### src/rtl/decode_issue.sv
// Decode-and-issue stage: latches one fetch bundle, decodes every lane and issues the
// longest RAW-free prefix of pending lanes each cycle, correcting bogus taken predictions.

// RV32I lane decoder producing one control word per instruction.
module decoder #(
  parameter int unsigned CTRL_W = 16
) (
  input  logic [31:0]       inst,
  output logic [CTRL_W-1:0] ctrl
);
  localparam int unsigned BASE_W = 16;

  localparam int unsigned C_BRANCH  = 0;
  localparam int unsigned C_JAL     = 1;
  localparam int unsigned C_JALR    = 2;
  localparam int unsigned C_LOAD    = 3;
  localparam int unsigned C_STORE   = 4;
  localparam int unsigned C_ALU_IMM = 5;
  localparam int unsigned C_ALU_REG = 6;
  localparam int unsigned C_LUI     = 7;
  localparam int unsigned C_AUIPC   = 8;
  localparam int unsigned C_WRITE   = 9;
  localparam int unsigned C_RS1     = 10;
  localparam int unsigned C_RS2     = 11;
  localparam int unsigned C_FENCE   = 12;
  localparam int unsigned C_SYSTEM  = 13;
  localparam int unsigned C_ILLEGAL = 14;
  localparam int unsigned C_ALT     = 15;

  localparam logic [6:0] OP_LUI    = 7'h37;
  localparam logic [6:0] OP_AUIPC  = 7'h17;
  localparam logic [6:0] OP_JAL    = 7'h6f;
  localparam logic [6:0] OP_JALR   = 7'h67;
  localparam logic [6:0] OP_BRANCH = 7'h63;
  localparam logic [6:0] OP_LOAD   = 7'h03;
  localparam logic [6:0] OP_STORE  = 7'h23;
  localparam logic [6:0] OP_IMM    = 7'h13;
  localparam logic [6:0] OP_REG    = 7'h33;
  localparam logic [6:0] OP_FENCE  = 7'h0f;
  localparam logic [6:0] OP_SYSTEM = 7'h73;

  logic [6:0]        opcode;
  logic [4:0]        rd;
  logic [2:0]        funct3;
  logic [4:0]        rs1;
  logic [6:0]        funct7;
  logic [11:0]       imm12;
  logic [BASE_W-1:0] c;

  assign opcode = inst[6:0];
  assign rd     = inst[11:7];
  assign funct3 = inst[14:12];
  assign rs1    = inst[19:15];
  assign funct7 = inst[31:25];
  assign imm12  = inst[31:20];

  always_comb begin
    c = '0;
    case (opcode)
      OP_LUI: begin
        c[C_LUI]   = 1'b1;
        c[C_WRITE] = 1'b1;
      end
      OP_AUIPC: begin
        c[C_AUIPC] = 1'b1;
        c[C_WRITE] = 1'b1;
      end
      OP_JAL: begin
        c[C_JAL]   = 1'b1;
        c[C_WRITE] = 1'b1;
      end
      OP_JALR: begin
        c[C_JALR]    = 1'b1;
        c[C_WRITE]   = 1'b1;
        c[C_RS1]     = 1'b1;
        c[C_ILLEGAL] = (funct3 != 3'd0);
      end
      OP_BRANCH: begin
        c[C_BRANCH]  = 1'b1;
        c[C_RS1]     = 1'b1;
        c[C_RS2]     = 1'b1;
        c[C_ILLEGAL] = (funct3 == 3'd2) || (funct3 == 3'd3);
      end
      OP_LOAD: begin
        c[C_LOAD]    = 1'b1;
        c[C_WRITE]   = 1'b1;
        c[C_RS1]     = 1'b1;
        c[C_ILLEGAL] = (funct3 == 3'd3) || (funct3 == 3'd6) || (funct3 == 3'd7);
      end
      OP_STORE: begin
        c[C_STORE]   = 1'b1;
        c[C_RS1]     = 1'b1;
        c[C_RS2]     = 1'b1;
        c[C_ILLEGAL] = (funct3 > 3'd2);
      end
      OP_IMM: begin
        c[C_ALU_IMM] = 1'b1;
        c[C_WRITE]   = 1'b1;
        c[C_RS1]     = 1'b1;
        // Only the shift-immediate forms constrain funct7
        if (funct3 == 3'd1) begin
          c[C_ILLEGAL] = (funct7 != 7'h00);
        end else if (funct3 == 3'd5) begin
          c[C_ILLEGAL] = (funct7 != 7'h00) && (funct7 != 7'h20);
          c[C_ALT]     = funct7[5];
        end
      end
      OP_REG: begin
        c[C_ALU_REG] = 1'b1;
        c[C_WRITE]   = 1'b1;
        c[C_RS1]     = 1'b1;
        c[C_RS2]     = 1'b1;
        c[C_ALT]     = funct7[5];
        c[C_ILLEGAL] = !((funct7 == 7'h00) ||
                         ((funct7 == 7'h20) && ((funct3 == 3'd0) || (funct3 == 3'd5))));
      end
      OP_FENCE: begin
        c[C_FENCE]   = 1'b1;
        c[C_ILLEGAL] = (funct3 != 3'd0);
      end
      OP_SYSTEM: begin
        c[C_SYSTEM]  = 1'b1;
        c[C_ILLEGAL] = !((funct3 == 3'd0) && (rs1 == 5'd0) && (rd == 5'd0) &&
                         ((imm12 == 12'd0) || (imm12 == 12'd1)));
      end
      default: c[C_ILLEGAL] = 1'b1;
    endcase
    if ((rd == 5'd0) || c[C_ILLEGAL]) begin
      c[C_WRITE] = 1'b0;
    end
  end

  assign ctrl = CTRL_W'(c);
endmodule

module decode_issue #(
  parameter int unsigned LANES  = 2,
  parameter int unsigned CTRL_W = 16
) (
  input  logic                     clk_i,
  input  logic                     rst_n_i,
  input  logic                     f_valid_i,
  output logic                     f_ready_o,
  input  logic [32*LANES-1:0]      f_inst_i,
  input  logic [31:0]              f_pc_i,
  input  logic [LANES-1:0]         f_pred_taken_i,
  output logic [LANES-1:0]         d_valid_o,
  input  logic                     d_ready_i,
  output logic [32*LANES-1:0]      d_inst_o,
  output logic [32*LANES-1:0]      d_pc_o,
  output logic [CTRL_W*LANES-1:0]  d_ctrl_o,
  output logic [LANES-1:0]         d_pred_taken_o,
  input  logic                     flush_i,
  output logic                     redirect_o,
  output logic [31:0]              redirect_pc_o
);
  localparam int unsigned IW = 32;

  // Control-flow bit positions of the decoder control word
  localparam int unsigned C_BRANCH = 0;
  localparam int unsigned C_JAL    = 1;
  localparam int unsigned C_JALR   = 2;

  localparam logic [6:0] OP_LUI    = 7'h37;
  localparam logic [6:0] OP_AUIPC  = 7'h17;
  localparam logic [6:0] OP_JAL    = 7'h6f;
  localparam logic [6:0] OP_BRANCH = 7'h63;
  localparam logic [6:0] OP_STORE  = 7'h23;
  localparam logic [6:0] OP_REG    = 7'h33;

  logic [IW*LANES-1:0] b_inst;
  logic [31:0]         b_pc;
  logic [LANES-1:0]    b_pred;
  logic [LANES-1:0]    pend;

  logic [CTRL_W-1:0]   ctrl   [LANES];
  logic [6:0]          op_f   [LANES];
  logic [4:0]          rd_f   [LANES];
  logic [4:0]          rs1_f  [LANES];
  logic [4:0]          rs2_f  [LANES];
  logic [LANES-1:0]    writes;
  logic [LANES-1:0]    reads1;
  logic [LANES-1:0]    reads2;

  logic [LANES-1:0]    group;
  logic                started;
  logic                stop;
  logic                dep;
  logic [LANES-1:0]    fix_mask;
  logic                mis_found;
  logic [31:0]         mis_pc;
  logic [LANES-1:0]    load_mask;
  logic                seen_pred;
  logic                take;
  logic                issue;

  for (genvar g = 0; g < LANES; g++) begin : g_lane
    decoder #(.CTRL_W(CTRL_W)) u_dec (
      .inst (b_inst[IW*g +: IW]),
      .ctrl (ctrl[g])
    );
    assign d_ctrl_o[CTRL_W*g +: CTRL_W] = ctrl[g];
    assign d_pc_o[IW*g +: IW]           = b_pc + 32'(4 * g);
  end

  // Register usage of each latched lane, taken straight from the opcode
  always_comb begin
    writes = '0;
    reads1 = '0;
    reads2 = '0;
    for (int i = 0; i < LANES; i++) begin
      op_f[i]   = b_inst[IW*i +: 7];
      rd_f[i]   = b_inst[IW*i + 7 +: 5];
      rs1_f[i]  = b_inst[IW*i + 15 +: 5];
      rs2_f[i]  = b_inst[IW*i + 20 +: 5];
      writes[i] = !((op_f[i] == OP_BRANCH) || (op_f[i] == OP_STORE)) && (rd_f[i] != 5'd0);
      reads1[i] = !((op_f[i] == OP_LUI) || (op_f[i] == OP_AUIPC) || (op_f[i] == OP_JAL));
      reads2[i] = (op_f[i] == OP_BRANCH) || (op_f[i] == OP_STORE) || (op_f[i] == OP_REG);
    end
  end

  // Oldest pending lane always goes; younger ones join until the first RAW hazard
  always_comb begin
    group   = '0;
    started = 1'b0;
    stop    = 1'b0;
    dep     = 1'b0;
    for (int j = 0; j < LANES; j++) begin
      if (pend[j] && !stop) begin
        if (!started) begin
          group[j] = 1'b1;
          started  = 1'b1;
        end else begin
          dep = 1'b0;
          for (int i = 0; i < LANES; i++) begin
            if ((i < j) && group[i] && writes[i] &&
                ((reads1[j] && (rd_f[i] == rs1_f[j])) ||
                 (reads2[j] && (rd_f[i] == rs2_f[j])))) begin
              dep = 1'b1;
            end
          end
          if (dep) begin
            stop = 1'b1;
          end else begin
            group[j] = 1'b1;
          end
        end
      end else if (started) begin
        stop = 1'b1;
      end
    end
  end

  // Oldest issued lane predicted taken that is not control flow falls through
  always_comb begin
    mis_found = 1'b0;
    mis_pc    = '0;
    fix_mask  = '0;
    for (int j = 0; j < LANES; j++) begin
      if (!mis_found && group[j] && b_pred[j] &&
          !(ctrl[j][C_BRANCH] || ctrl[j][C_JAL] || ctrl[j][C_JALR])) begin
        mis_found   = 1'b1;
        mis_pc      = b_pc + 32'(4 * j + 4);
        fix_mask[j] = 1'b1;
      end
    end
  end

  // Lanes younger than the oldest predicted-taken lane are dead on arrival
  always_comb begin
    load_mask = '0;
    seen_pred = 1'b0;
    for (int i = 0; i < LANES; i++) begin
      if (!seen_pred) begin
        load_mask[i] = 1'b1;
      end
      if (f_pred_taken_i[i]) begin
        seen_pred = 1'b1;
      end
    end
  end

  assign issue          = d_ready_i && (group != '0);
  assign f_ready_o      = !flush_i && ((pend == '0) || (d_ready_i && (group == pend)));
  assign take           = f_valid_i && f_ready_o;
  assign d_valid_o      = flush_i ? '0 : group;
  assign d_inst_o       = b_inst;
  assign d_pred_taken_o = b_pred & ~fix_mask;
  assign redirect_o     = !flush_i && issue && mis_found;
  assign redirect_pc_o  = mis_pc;

  // Flush beats load, load beats issue (a load only happens when the last group leaves)
  always_ff @(posedge clk_i or negedge rst_n_i) begin
    if (!rst_n_i) begin
      pend   <= '0;
      b_inst <= '0;
      b_pc   <= '0;
      b_pred <= '0;
    end else if (flush_i) begin
      pend <= '0;
    end else if (take) begin
      b_inst <= f_inst_i;
      b_pc   <= f_pc_i;
      b_pred <= f_pred_taken_i;
      pend   <= load_mask;
    end else if (issue) begin
      pend <= pend & ~group;
    end
  end
endmodule

### config.mk
export PLATFORM = sky130hd
export DESIGN_NAME = decode_issue
export DESIGN_NICKNAME = d
export VERILOG_FILES = /design/src/rtl/decode_issue.sv
export SDC_FILE = /design/constraint.sdc
export NUM_CORES = 1
export LEC_CHECK = 0
export ABC_AREA = 1
export CAP_MARGIN = 30
export CORE_MARGIN = 5
export CORE_UTILIZATION = 42
export CTS_CLUSTER_DIAMETER = 80
export DETAILED_ROUTE_END_ITERATION = 7
export PLACE_DENSITY_LB_ADDON = 0.2
export SKIP_CTS_REPAIR_TIMING = 1
export SYNTH_ARGS = -nofsm -noshare
export SYNTH_HDL_FRONTEND = slang
export SYNTH_SLANG_ARGS = --single-unit
### constraint.sdc
create_clock -name clk_i -period 2.5 [get_ports clk_i]
set_input_delay 0.5 -clock clk_i [delete_from_list [all_inputs] [get_ports clk_i]]
set_output_delay 0.5 -clock clk_i [all_outputs]
set_load 0.01 [all_outputs]
==> impl_metrics.json <==
{
  "criticalPathCategory": "reg2out",
  "placementRows": 45,
  "antenna_found_initial": 0,
  "grt_pass1_vias": 7689,
  "antenna_cells": 0,
  "cts.sinks": 100,
  "status": "complete, but fails checks",
  "ys_types": 39,
  "p_leak_uw": 0.006485,
  "drt_first_iter_violations": 437,
  "drv_cap": 0,
  "grt_max_degree": 50,
  "slew_headroom": 0.5404,
  "slowest_delay_ns": 0.52,
  "h-tree-depth": 3,
  "rsz0062_at_grt": "yes",
  "fin_area_um2": 12270,
  "mostFrequentLayoutCells": "420 x nand2_1, 215 x clkdlybuf4s50_1, 196 x buf_4",
  "setup_viol": 56,
  "violations": "negative setup slack",
  "area_growth_pct": 91.34,
  "cpMaxStageDelayCell": "clkdlybuf4s50_1",
  "cts_tree": "done",
  "critPathArrivalTime_ns": 2.35,
  "synth_top_family_by_area": "simple AND/OR/NAND/NOR gates",
  "synth_edf_count": 0,
  "gp_congestion": 0.9698,
  "initial_core_util": 0.4249,
  "wl_per_cell_um": 16.56,
  "grt_usage": 0.2653,
  "die_h_um": 133.6,
  "crit_top_cell": "buf_4",
  "numCtsBuffers": 9,
  "drc": 0,
  "cp.required_ns": 2.00,
  "placement.setup.worst_slack_ns": -0.3399,
  "die_area_um2": 17840,
  "syn_area_per_cell_um2": 6.644,
  "crit_chain": "nand2_2 -> buf_4 -> nor2_4 -> buf_4 -> nand2_2 -> nor2_2 -> xor2_1 -> buf_4 -> clkdlybuf4s50_1",
  "dr.pass1.iters": 5,
  "finalHoldViolations": 0,
  "synth_nets": 1070,
  "dpl-instance-area_um2": 10960,
  "max-vdd-ir-drop_v": 0.0003976,
  "timing.final.ws_setup_ns": -0.3495,
  "finClkSkew_ns": 0.008356,
  "yosysSeqAreaShare": 0.3903,
  "die_w_um": 133.6,
  "fin_nets": 1568,
  "synth_compound_area_frac": 0.04411,
  "gr-total-overflow": 0,
  "core_um2": 15090,
  "power_uw": 6912,
  "end_kind": "primary output",
  "root_buffer": "clkbuf_16",
  "drive_gt1_frac": 0.3270,
  "fill_cells": 967,
  "wl_um": 27420,
  "dp_hpwl_um": 19490,
  "synthMuxAreaShare": 0,
  "grt_pass1_wl_um": 38260,
  "ys_ff_latch": 100,
  "via_count": 8301,
  "slew_viol_final": 0,
  "holdCritPathClass": "in2async",
  "crit_path_max_fanout": 4,
  "yosys.area_share.xor_xnor": 0.07104,
  "ios": 301,
  "tightest_slew_ns": 0.6894,
  "synth_area_um2": 6411,
  "clockBufferDepth": 2,
  "ys_warn_count": 0,
  "port_buffers": 300,
  "clock.fmax_ghz": 0.3509,
  "timing.hold.ws_ns": 0.1706,
  "synthAdderAreaFrac": 0.003903,
  "postSynthCellCount": 965,
  "synthFlopType": "dfrtp_1",
  "regArea_um2": 2512,
  "async_flop_share": 1.000,
  "clkLatencyLatePin_ns": 0.35,
  "layout_min_cycle_time_ns": 2.850,
  "period_share": 1.140,
  "fin_util": 0.8129,
  "viasPerCell": 5.013,
  "clk_pin_slew_ns": 0.07,
  "p_per_area_nw_per_um2": 563.5,
  "start_kind": "register",
  "ant_nets": 0,
  "multi_input_area_um2": 4096,
  "synth_simple_gate_area_frac": 0.4038,
  "final_common_cell": "nand2_1"
}
-- logic make-up (layout without fill, tap and decap cells) --
kind of cell | Yosys count | after routing
adders and majority gates | 2 | 2
AOI/OAI and AO/OA | 53 | 53
and+or+nand+nor | 630 | 630
DFF | 100 | 100
xor gates and xnor gates | 52 | 52
buffers and inverters | 128 | 631
-- final cells by class --
class,instances,share of cell area
Tap cell,188,0.01918
Sequential cell,100,0.2048
Inverter,91,0.02825
Clock inverter,6,0.006630
Timing Repair Buffer,524,0.3877
Multi-Input combinational cell,737,0.3339
Clock buffer,10,0.01948
-- path summary, 6_finish.rpt --
path / cells past startpoint / endpoint / from / slack [ns]
hold reg to reg: 2 / d_inst_o[20] / d_inst_o[20] / 0.48
setup / recovery: 9 / d_pc_o[43] / b_pc[9] / -0.35
min in group clk_i: 2 / d_inst_o[20] / d_inst_o[20] / 0.48
hold / removal: 1 / b_pc[10] / rst_n_i / 0.17
max in group asynchronous: 2 / d_inst_o[52] / rst_n_i / 1.67
setup reg to reg: 14 / b_pc[13] / d_inst_o[38] / 0.26
-- cells in the mapped netlist (2+ instances only) --
master	n	share of area
a21oi_1	6	0.0047
buf_2	15	0.012
buf_4	3	0.0035
buf_6	4	0.0070
clkbuf_1	11	0.0064
clkbuf_2	2	0.0016
dfrtp_1	100	0.39
ha_1	2	0.0039
inv_1	85	0.050
inv_2	4	0.0023
nand2_1	451	0.26
nand2_2	2	0.0020
nand2_4	2	0.0035
nand3_1	29	0.023
nand3_2	2	0.0031
nand4_1	13	0.013
nor2_1	87	0.051
nor2_2	3	0.0029
nor3_1	28	0.022
nor3b_1	3	0.0035
o211ai_1	2	0.0023
o21ai_0	37	0.029
o21ai_1	4	0.0031
o21bai_1	2	0.0023
or2_2	4	0.0039
xnor2_1	12	0.016
xor2_1	40	0.055
-- metal layers --
layer	global-route usage	wire (um)
met1	0.2961	9935
met2	0.4755	14220
met3	0.07062	2072
met4	0.1149	1198
met5	0	0
-- through the flow --
stage / instances / TNS (ns)
6_report: 1656 / -10.12
5_1_grt: 1656 / -15.74
4_1_cts: 1622 / -40.51
3_5_place_dp: 1606 / -12.77
3_3_place_gp: 1606 / -8.905
2_1_floorplan: 965 / 0
-- flip-flops by register name (all words and copies together), names as in the netlist --
register and cells:
pend 2, b_pc 32, b_pred 2, d_inst_o 64
-- worst max-delay path: cells and delay by family, from the launching register on --
family,cells,cell delay [ns]
xor gates and xnor gates,1,0.19
buffers and inverters,4,0.93
DFF,1,0.45
and+or+nand+nor,4,0.45
-- power breakdown --
part,internal (uW),switching [uW],total [uW]
registers,1890,307,2200
clock network,824,679,1500
logic,1680,1540,3210
No activity file was read; power rests on OpenSTA's default activity.
